==> config.mk <==
export PLATFORM = sky130hd
export DESIGN_NAME = vga_scan_gen
export DESIGN_NICKNAME = d
export VERILOG_FILES = /design/src/rtl/vga_scan_gen.sv
export SDC_FILE = /design/constraint.sdc
export NUM_CORES = 1
export LEC_CHECK = 0
export BUFFER_PORTS_ARGS = -buffer_cell sky130_fd_sc_hd__buf_4
export CAP_MARGIN = 20
export CELL_PAD_IN_SITES_DETAIL_PLACEMENT = 1
export CELL_PAD_IN_SITES_GLOBAL_PLACEMENT = 1
export CORE_MARGIN = 2
export CORE_UTILIZATION = 44
export DETAILED_ROUTE_END_ITERATION = 16
export PLACE_DENSITY = 0.83
export SLEW_MARGIN = 20
export SYNTH_ARGS = -nofsm -noshare
export SYNTH_HDL_FRONTEND = slang
export SYNTH_SLANG_ARGS = --single-unit
==> constraint.sdc <==
create_clock -name clk -period 4.8 [get_ports clk]
set_input_delay 0.72 -clock clk [delete_from_list [all_inputs] [get_ports clk]]
set_output_delay 0.72 -clock clk [all_outputs]
set_load 0.02 [all_outputs]
==> src/rtl/vga_scan_gen.sv <==
// ---------------------------------------------------------------------------
// vga_scan_gen
//
// Purpose:
//   Pixel-clock divider and raster scan generator for a VGA-style display.
//   A clk-rate divider produces one pixel every DIV clk cycles. Each pixel
//   advances a column counter, and each line wrap advances a line counter.
//   Frame wraps advance a completed-frame counter. The block also produces
//   the visible-area flag, active-low sync pulses, and one-cycle event
//   pulses for pixel, frame start and vertical-blank start.
//
//   Every output comes straight from a flop. Each flop's next value is
//   computed from the next counter values, so the decoded outputs stay
//   cycle-aligned with the counters they describe.
//
// Parameters:
//   DIV                   clk cycles per pixel (1..16)
//   H_VIS/H_FP/H_SW/H_BP  horizontal visible / front porch / sync / back porch
//   V_VIS/V_FP/V_SW/V_BP  vertical visible / front porch / sync / back porch
//
// Ports:
//   clk           in   system clock, rising edge
//   rst           in   synchronous active-high reset, wins over en
//   en            in   scan enable, low freezes the whole scan
//   h_cnt         out  current pixel column, 0..H_TOT-1
//   v_cnt         out  current line, 0..V_TOT-1
//   valid         out  high inside the visible area
//   hsync         out  horizontal sync, active-low
//   vsync         out  vertical sync, active-low
//   pix_tick      out  high in the last clk cycle of each pixel
//   frame_start   out  one-cycle pulse on re-entering (0,0) after a frame wrap
//   vblank_start  out  one-cycle pulse when v_cnt becomes V_VIS at h_cnt = 0
//   frame_cnt     out  completed-frame counter, wraps mod 2^16
// ---------------------------------------------------------------------------
module vga_scan_gen #(
    parameter int DIV   = 4,
    parameter int H_VIS = 640,
    parameter int H_FP  = 16,
    parameter int H_SW  = 96,
    parameter int H_BP  = 48,
    parameter int V_VIS = 480,
    parameter int V_FP  = 10,
    parameter int V_SW  = 2,
    parameter int V_BP  = 33
) (
    input  logic        clk,
    input  logic        rst,
    input  logic        en,
    output logic [9:0]  h_cnt,
    output logic [9:0]  v_cnt,
    output logic        valid,
    output logic        hsync,
    output logic        vsync,
    output logic        pix_tick,
    output logic        frame_start,
    output logic        vblank_start,
    output logic [15:0] frame_cnt
);

    localparam int H_TOT = H_VIS + H_FP + H_SW + H_BP;
    localparam int V_TOT = V_VIS + V_FP + V_SW + V_BP;

    // Timing boundaries pre-sized to the counter widths so every compare
    // below is a plain 10-bit unsigned compare.
    localparam logic [3:0] DIV_LAST   = 4'(DIV - 1);
    localparam logic [9:0] H_LAST     = 10'(H_TOT - 1);
    localparam logic [9:0] V_LAST     = 10'(V_TOT - 1);
    localparam logic [9:0] H_VIS_END  = 10'(H_VIS);
    localparam logic [9:0] V_VIS_END  = 10'(V_VIS);
    localparam logic [9:0] V_VIS_LAST = 10'(V_VIS - 1);
    localparam logic [9:0] H_SYNC_BEG = 10'(H_VIS + H_FP);
    localparam logic [9:0] H_SYNC_END = 10'(H_VIS + H_FP + H_SW);
    localparam logic [9:0] V_SYNC_BEG = 10'(V_VIS + V_FP);
    localparam logic [9:0] V_SYNC_END = 10'(V_VIS + V_FP + V_SW);

    // Scan state.
    logic [3:0]  div_q,          div_d;
    logic [9:0]  h_q,            h_d;
    logic [9:0]  v_q,            v_d;
    logic [15:0] frame_cnt_q,    frame_cnt_d;

    // Registered decoded outputs.
    logic        valid_q,        valid_d;
    logic        hsync_q,        hsync_d;
    logic        vsync_q,        vsync_d;
    logic        pix_tick_q,     pix_tick_d;
    logic        frame_start_q,  frame_start_d;
    logic        vblank_start_q, vblank_start_d;

    // Qualified advance events at the coming edge.
    logic        pix_adv;
    logic        line_wrap;
    logic        frame_wrap;

    // The counters step only on an edge where en is high and the divider
    // sits on its last count. Holding every counter when en is low gives a
    // lossless freeze: the divider resumes from the count it stopped at.
    //
    // The decoded outputs are computed from the *next* counter values. This
    // way, after the edge, they describe the same position the counters
    // now show.
    //
    // pix_tick is high when the next divider value is the last one and en
    // was high, so it marks the final clk cycle of the pixel. When a freeze
    // lands on that last cycle, the tick has already been shown. On resume
    // the divider wraps straight to 0, so no second tick appears for that
    // pixel.
    always_comb begin
        pix_adv    = en && (div_q == DIV_LAST);
        line_wrap  = pix_adv && (h_q == H_LAST);
        frame_wrap = line_wrap && (v_q == V_LAST);

        div_d = div_q;
        if (en) begin
            div_d = (div_q == DIV_LAST) ? 4'd0 : div_q + 4'd1;
        end

        h_d = h_q;
        if (pix_adv) begin
            h_d = line_wrap ? 10'd0 : h_q + 10'd1;
        end

        v_d = v_q;
        if (line_wrap) begin
            v_d = frame_wrap ? 10'd0 : v_q + 10'd1;
        end

        frame_cnt_d = frame_wrap ? frame_cnt_q + 16'd1 : frame_cnt_q;

        valid_d        = (h_d < H_VIS_END) && (v_d < V_VIS_END);
        hsync_d        = !((h_d >= H_SYNC_BEG) && (h_d < H_SYNC_END));
        vsync_d        = !((v_d >= V_SYNC_BEG) && (v_d < V_SYNC_END));
        pix_tick_d     = en && (div_d == DIV_LAST);
        frame_start_d  = frame_wrap;
        vblank_start_d = line_wrap && (v_q == V_VIS_LAST);

        if (rst) begin
            div_d          = 4'd0;
            h_d            = 10'd0;
            v_d            = 10'd0;
            frame_cnt_d    = 16'd0;
            valid_d        = 1'b0;
            hsync_d        = 1'b1;
            vsync_d        = 1'b1;
            pix_tick_d     = 1'b0;
            frame_start_d  = 1'b0;
            vblank_start_d = 1'b0;
        end
    end

    // Single register stage for the scan state and every output.
    always_ff @(posedge clk) begin
        div_q          <= div_d;
        h_q            <= h_d;
        v_q            <= v_d;
        frame_cnt_q    <= frame_cnt_d;
        valid_q        <= valid_d;
        hsync_q        <= hsync_d;
        vsync_q        <= vsync_d;
        pix_tick_q     <= pix_tick_d;
        frame_start_q  <= frame_start_d;
        vblank_start_q <= vblank_start_d;
    end

    assign h_cnt        = h_q;
    assign v_cnt        = v_q;
    assign valid        = valid_q;
    assign hsync        = hsync_q;
    assign vsync        = vsync_q;
    assign pix_tick     = pix_tick_q;
    assign frame_start  = frame_start_q;
    assign vblank_start = vblank_start_q;
    assign frame_cnt    = frame_cnt_q;

endmodule

==> impl_results.md, run 1 <==
- Status: complete, no violations
- GRT overflow: 0
- Die height: 78.3 um
- Site Rows: 27
- RSZ-0062 raised after global routing: no
- Input/output buffers: 44
- Critical Path Sink Type: flop
- Worst Path Class, Setup: flop to flop
- Simple-gate share of the synthesized area: 33.1%
- Share of layout cells above drive strength 1: 20.9%
- Slew Viols, Final: 0
- CP delay by family, top: simple AND/OR/NAND/NOR gates
- GR Util met1: 29.1%
- DRT iter0 DRCs: 74
- Initial Utilization: 45.0%
- Hold crit path type: flop to flop
- Root buffer cell: clkbuf_8
- WP buf/inv: 0
- Clock skew: 8.21 ps
- Sequential share of the synthesized area: 37.9%
- Worst setup SP type: flop
- CTS H-tree depth: 2
- Xor/xnor cell area share of the yosys netlist: 4.32%
- Reg2reg setup slack: 1830 ps
- Delay of the slowest cell on the worst path: 620 ps
- Global-route wire length before repair: 10.6 mm
- CP Max Fanout: 12
- DR pass1 iterations: 4
- Synth area leader: dfxtp_1
- Yosys cell types: 52
- Mux cell area share after synthesis: 1.70%
- Synth Net Count: 298
- WL final: 6.51 mm
- TritonCTS Buffers: 5
- GRT met3 Usage: 4.60%
- Gpl congestion: 0.786
- Power per cell area: 229 nW/um2
- Remaining routing DRC violations: 0
- Final Setup Violations: 0
- Syn Std Cell Area: 2430 um2
- Initial antenna violation count: 0
- Leak Pwr: 1.00 nW
- Synth top area share: 37.9%
- Placed Area: 2770 um2
- NumNets Final: 332
- Fin. Hold Viols: 0
- TritonCTS clock tree: done
- Worst path required time: 5040 ps
- Worst-Margin Slew: 680 ps
- Largest net degree at the start of global routing: 45
- Area Growth Syn to Fin: 17.9%
- Post-synth EDFFs: 0
- Busiest layer in global routing: met2
- Largest family of logic cells by synthesized area: simple AND/OR/NAND/NOR gates
- Worst EP arrival: 3220 ps
- Slowest cell on crit path: or4_1
- Total GRT Usage: 21.9%
- Core area: 5410 um2
- Max_cap viols: 0
- Crit-path cells: ha_1, nand4bb_1, nor4_2, nand4_1, or4_1, a21oi_1
- Clock Path Buffers: 2
- WL/cell: 16.4 um
- Post-CTS setup buffers: 0
- Die area: 6140 um2
- Syn_area_per_cell: 8.38 um2
- Die W: 78.3 um
- Clock transition at path regs: 90 ps
- Post-synth ARST share: 0%
- Max VDD drop: 100 uV
- Commonest register cell after synthesis: dfxtp_1
- Number of top-level pins: 45
- Antenna-violating nets left: 0
- Yosys Warn Count: 0
- Dpl hpwl: 4.71 mm
- Final period utilization: 62.0%
- CTS Sinks: 46
- Via count: 2,349
- Cell count after synthesis: 290
- Post-synthesis compound-gate area fraction: 14.9%
- Inserted Diodes: 0
- Vias in the first global route: 2,189
- Area contributors post-synth: dfxtp_1, a21oi_1, nand2_1, or3_1, nand3_1
- GR Layer Usage met2: 35.2%
- Post-CTS sizing: 0
- Final-layout fill cell count: 664
- Setup TNS Final: 0 ps
- Finished layout cell area: 2870 um2
- Seq cells post-synth: 46
- Fmax: 336 MHz
- Routed vias/inst: 5.92
- Clock Latency Late Sink: 310 ps
- Fin crit period: 2970 ps
- Hold buffer count at cts: 0
- Relative slew slack: 54.3%
- Adder-cell share of the synthesized area: 2.57%
cells in the mapped netlist, types with 2 or more instances:
cell type and count:
a21o_1 2, a21oi_1 25, a31oi_1 3, and2_1 2, and3_1 4, and4_1 4
buf_2 8, clkbuf_1 7, dfxtp_1 46, ha_1 5, inv_1 12, mux2i_1 3
nand2_1 25, nand3_1 15, nand4_1 12, nand4b_1 3, nand4bb_1 2, nor2_1 18
nor3_1 8, nor4_1 3, nor4_2 3, nor4b_1 3, o21a_1 2, o21ai_0 12
o21ba_2 2, o31ai_1 3, or3_1 13, or3_4 2, or4_1 10, xnor2_1 6
xor2_1 6
layout make-up:
class | count | area, um2 | share of cell area (%)
sequential | 46 | 921 | 32.1
timing repair buffer | 45 | 338 | 11.8
clock buffer | 6 | 82.6 | 2.88
inverter | 12 | 45.0 | 1.57
multi-input combinational | 214 | 1380 | 48.0
tap | 72 | 90.1 | 3.14
clock inverter | 2 | 12.5 | 0.437
power by group:
group / internal (W) / switching, W / total (W)
sequential: 0.000384 / 0.00000251 / 0.000386
combinational: 0.00000652 / 0.0000129 / 0.0000194
clock: 0.000116 / 0.000136 / 0.000252
cells in the final DEF, fill, tap and decap left out, types with 5 or more instances in the layout:
cell	n
xnor2_1	6
o21ai_0	12
ha_1	5
inv_1	12
buf_4	45
xor2_1	6
dfxtp_1	46
nor2_1	18
or4_1	10
a21oi_1	25
nand3_1	15
nand2_1	25
nand4_1	12
clkbuf_8	6
or3_1	13
nor3_1	8
state kept, by name, indices dropped and copies added, names as in the netlist:
signal        cells
div_q             4
frame_cnt        16
hsync             1
frame_start       1
valid             1
vblank_start      1
h_cnt            10
vsync             1
v_cnt            10
pix_tick          1
cells by family (layout without fill, tap and decap cells):
group / count (synthesis) / in the layout
xor gates and xnor gates: 12 / 12
adders and majority gates: 5 / 5
and+or+nand+nor: 134 / 134
muxes: 4 / 4
buffers and inverters: 30 / 65
DFF: 46 / 46
AOI/OAI and AO/OA: 59 / 59
layer usage:
metal / vias up / share of wire, %
met5: - / 0
met4: 0 / 1.7
met3: 11 / 4.5
met2: 51 / 48
met1: 1150 / 46
li1: 1137 / -
tightest hold or removal path: cells and delay by family, from the launching register on:
kind | cells | cell delay, ps
flip-flops | 1 | 330
AO/OA/AOI/OAI | 2 | 130
path summary, 6_finish.rpt:
| kind | startpoint | to | depth (start not counted) |
|---|---|---|---|
| hold / removal | frame_cnt[15] | frame_cnt[15] | 2 |
| hold reg to reg | frame_cnt[15] | frame_cnt[15] | 2 |
| setup reg to reg | div_q[0] | frame_cnt[14] | 6 |
| setup / recovery | div_q[0] | frame_cnt[14] | 6 |
per-stage QoR:
stage	hold slack, ps	total power, W	setup slack, ps	utilization, %	std cells
finish	502	0.000657	1830	53.0	397
global route	536	0.000684	1600	53.0	397
CTS	503	0.000669	1870	53.0	397
detailed placement	491	0.000415	1730	51.2	389
global placement	483	0.000414	1820	51.2	389
floorplan	469	0.000409	2460	-	290
Power figures use the tool's default switching activity.
==> inputs of run 2 (changes only) <==
--- a/config.mk
+++ b/config.mk
@@ -10,9 +10,9 @@
 export CELL_PAD_IN_SITES_DETAIL_PLACEMENT = 1
 export CELL_PAD_IN_SITES_GLOBAL_PLACEMENT = 1
 export CORE_MARGIN = 2
-export CORE_UTILIZATION = 44
+export CORE_UTILIZATION = 41
 export DETAILED_ROUTE_END_ITERATION = 16
-export PLACE_DENSITY = 0.83
+export PLACE_DENSITY = 0.78
 export SLEW_MARGIN = 20
 export SYNTH_ARGS = -nofsm -noshare
 export SYNTH_HDL_FRONTEND = slang
==> constraint.sdc (replaced) <==
create_clock -name clk -period 2.85 [get_ports clk]
set_input_delay 0.4275 -clock clk [delete_from_list [all_inputs] [get_ports clk]]
set_output_delay 0.4275 -clock clk [all_outputs]
set_load 0.02 [all_outputs]
==> impl_results.md, run 2 (synthesis results as in run 1) <==
- Number of top-level pins: 45 (unchanged)
- Initial antenna violation count: 0 (unchanged)
- Critical Path Sink Type: flop
- Hold Crit Depth: 3 (+1)
- Commonest non-fill, non-tap cells in the layout: buf_4, dfxtp_1, nand2_1, a21oi_1, nor2_1
- Final-layout fill cell count: 739 (+11%)
- TritonCTS Buffers: 5 (unchanged)
- Share of layout cells above drive strength 1: 22.1% (+1.2 points)
- Fmax: 398 MHz (+18%)
- Power per cell area: 381 nW/um2 (+66%)
- Gpl congestion: 0.767 (-2.4%)
- Max VDD drop: 193 uV (+92%)
- Worst Path Class, Setup: flop to flop
- Post-CTS sizing: 0 (unchanged)
- Die W: 81.0 um (+3.4%)
- Final period utilization: 88.1% (+26 points)
- Largest net degree at the start of global routing: 45 (unchanged)
- Area Growth Syn to Fin: 19.6%
- Remaining routing DRC violations: 0 (unchanged)
- Setup TNS Final: 0 ps (unchanged)
- Slew Viols, Final: 0 (unchanged)
- Fin crit period: 2510 ps (-464 ps)
- Clock transition at path regs: 80 ps (about the same)
- Global-route wire length before repair: 10.8 mm (+1.4%)
- CP Max Fanout: 11 (-1)
- DRT iter0 DRCs: 79 (+6.8%)
- Input/output buffers: 44 (unchanged)
- Worst-Margin Slew: 473 ps (-208 ps)
- Vias in the first global route: 2,283 (+4.3%)
- WL/cell: 16.1 um (-1.6%)
- Clock Path Buffers: 2 (unchanged)
- RSZ-0062 raised after global routing: no
- Slowest cell on crit path: or4_1
- Clock Latency Late Sink: 300 ps (about the same)
- Worst setup SP type: flop
- Max reg flops: 16 (unchanged)
- Inserted Diodes: 0 (unchanged)
- CTS Sinks: 46 (unchanged)
- Delay of the slowest cell on the worst path: 560 ps (-60 ps)
- CTS H-tree depth: 2 (unchanged)
- Fin. Hold Viols: 0 (unchanged)
- Hold crit path type: input pin to flop
- Status: complete, no violations
- Routed vias/inst: 5.82 (-1.6%)
- Clock skew: 11.3 ps (+3.13 ps)
- Post-CTS setup buffers: 0 (unchanged)
- Worst path required time: 3070 ps (-1970 ps)
- Dpl hpwl: 4.82 mm (+2.5%)
- Die area: 6560 um2 (+6.9%)
- Total GRT Usage: 21.0% (-0.85 points)
- TritonCTS clock tree: done
- Most common cell after layout, fill and taps aside: buf_4
- Max_cap viols: 0 (unchanged)
- Relative slew slack: 68.2% (+14 points)
- WHS: 410 ps (-92.2 ps)
- Leak Pwr: 1.02 nW (+2.3%)
- GRT overflow: 0 (unchanged)
- Root buffer cell: clkbuf_8
- Site Rows: 28 (+3.7%)
- Initial Utilization: 41.8% (-3.2 points)
- Hold buffer count at cts: 0 (unchanged)
- Core area: 5820 um2 (+7.6%)
- Final core utilization: 50.0% (-3.0 points)
- Via count: 2,358 (+0.38%)
- WL final: 6.54 mm (+0.35%)
- DR pass1 iterations: 4 (unchanged)
- Final Setup Violations: 0 (unchanged)
- Die height: 81.0 um (+3.4%)
- Crit-path cells: ha_1, nand4bb_1, nor4_2, nand4_1, or4_1, a21oi_1
- NumNets Final: 337 (+1.5%)
- R2R cell count: 6 (unchanged)
- Antenna-violating nets left: 0 (unchanged)
- Worst EP arrival: 2730 ps (-490 ps)
run 2: layout make-up:
| cell class | count | area, um2 | area share [%] |
|---|---|---|---|
| multi-input cells | 214 | 1380 | 47.4 |
| clock inverters | 2 | 12.5 | 0.430 |
| well taps | 75 | 93.8 | 3.23 |
| flip-flops and latches | 46 | 921 | 31.7 |
| clock buffers | 6 | 82.6 | 2.84 |
| inverters | 12 | 45.0 | 1.55 |
| repair buffers | 50 | 375 | 12.9 |
run 2: worst max-delay path, delay by kind of cell (launching register included):
family	cells	cell delay, ps
simple gates	4	1610
flops	1	390
fa+ha+maj	1	270
compound gates	1	180
run 2: power breakdown:
part | switching, W | internal, W | total (W)
logic | 0.0000210 | 0.0000113 | 0.0000323
clock network | 0.000229 | 0.000195 | 0.000424
registers | 0.00000352 | 0.000647 | 0.000650
run 2: path summary, 6_finish.rpt:
check | slack (ps) | endpoint | start
setup reg to reg | 340 | frame_cnt[13] | div_q[0]
hold reg to reg | 490 | frame_cnt[15] | frame_cnt[15]
setup / recovery | 340 | frame_cnt[13] | div_q[0]
hold / removal | 410 | pix_tick | en
run 2: layer usage:
| layer | vias up | share of wire (%) | track usage, % |
|---|---|---|---|
| met3 | 8 | 3.4 | 4.33 |
| met2 | 39 | 49 | 35.6 |
| met5 | - | 0 | 0 |
| met1 | 1166 | 46 | 26.8 |
| met4 | 0 | 1.6 | 6.78 |
| li1 | 1145 | - | - |
run 2: metrics by stage:
stage	area [um2]	setup WS, ps	instances	power [W]
global placement	2810	465	397	0.000697
finish	2910	340	405	0.00111
global route	2910	162	405	0.00116
floorplan	2430	719	290	0.000689
CTS	2910	321	405	0.00113
detailed placement	2810	395	397	0.000699
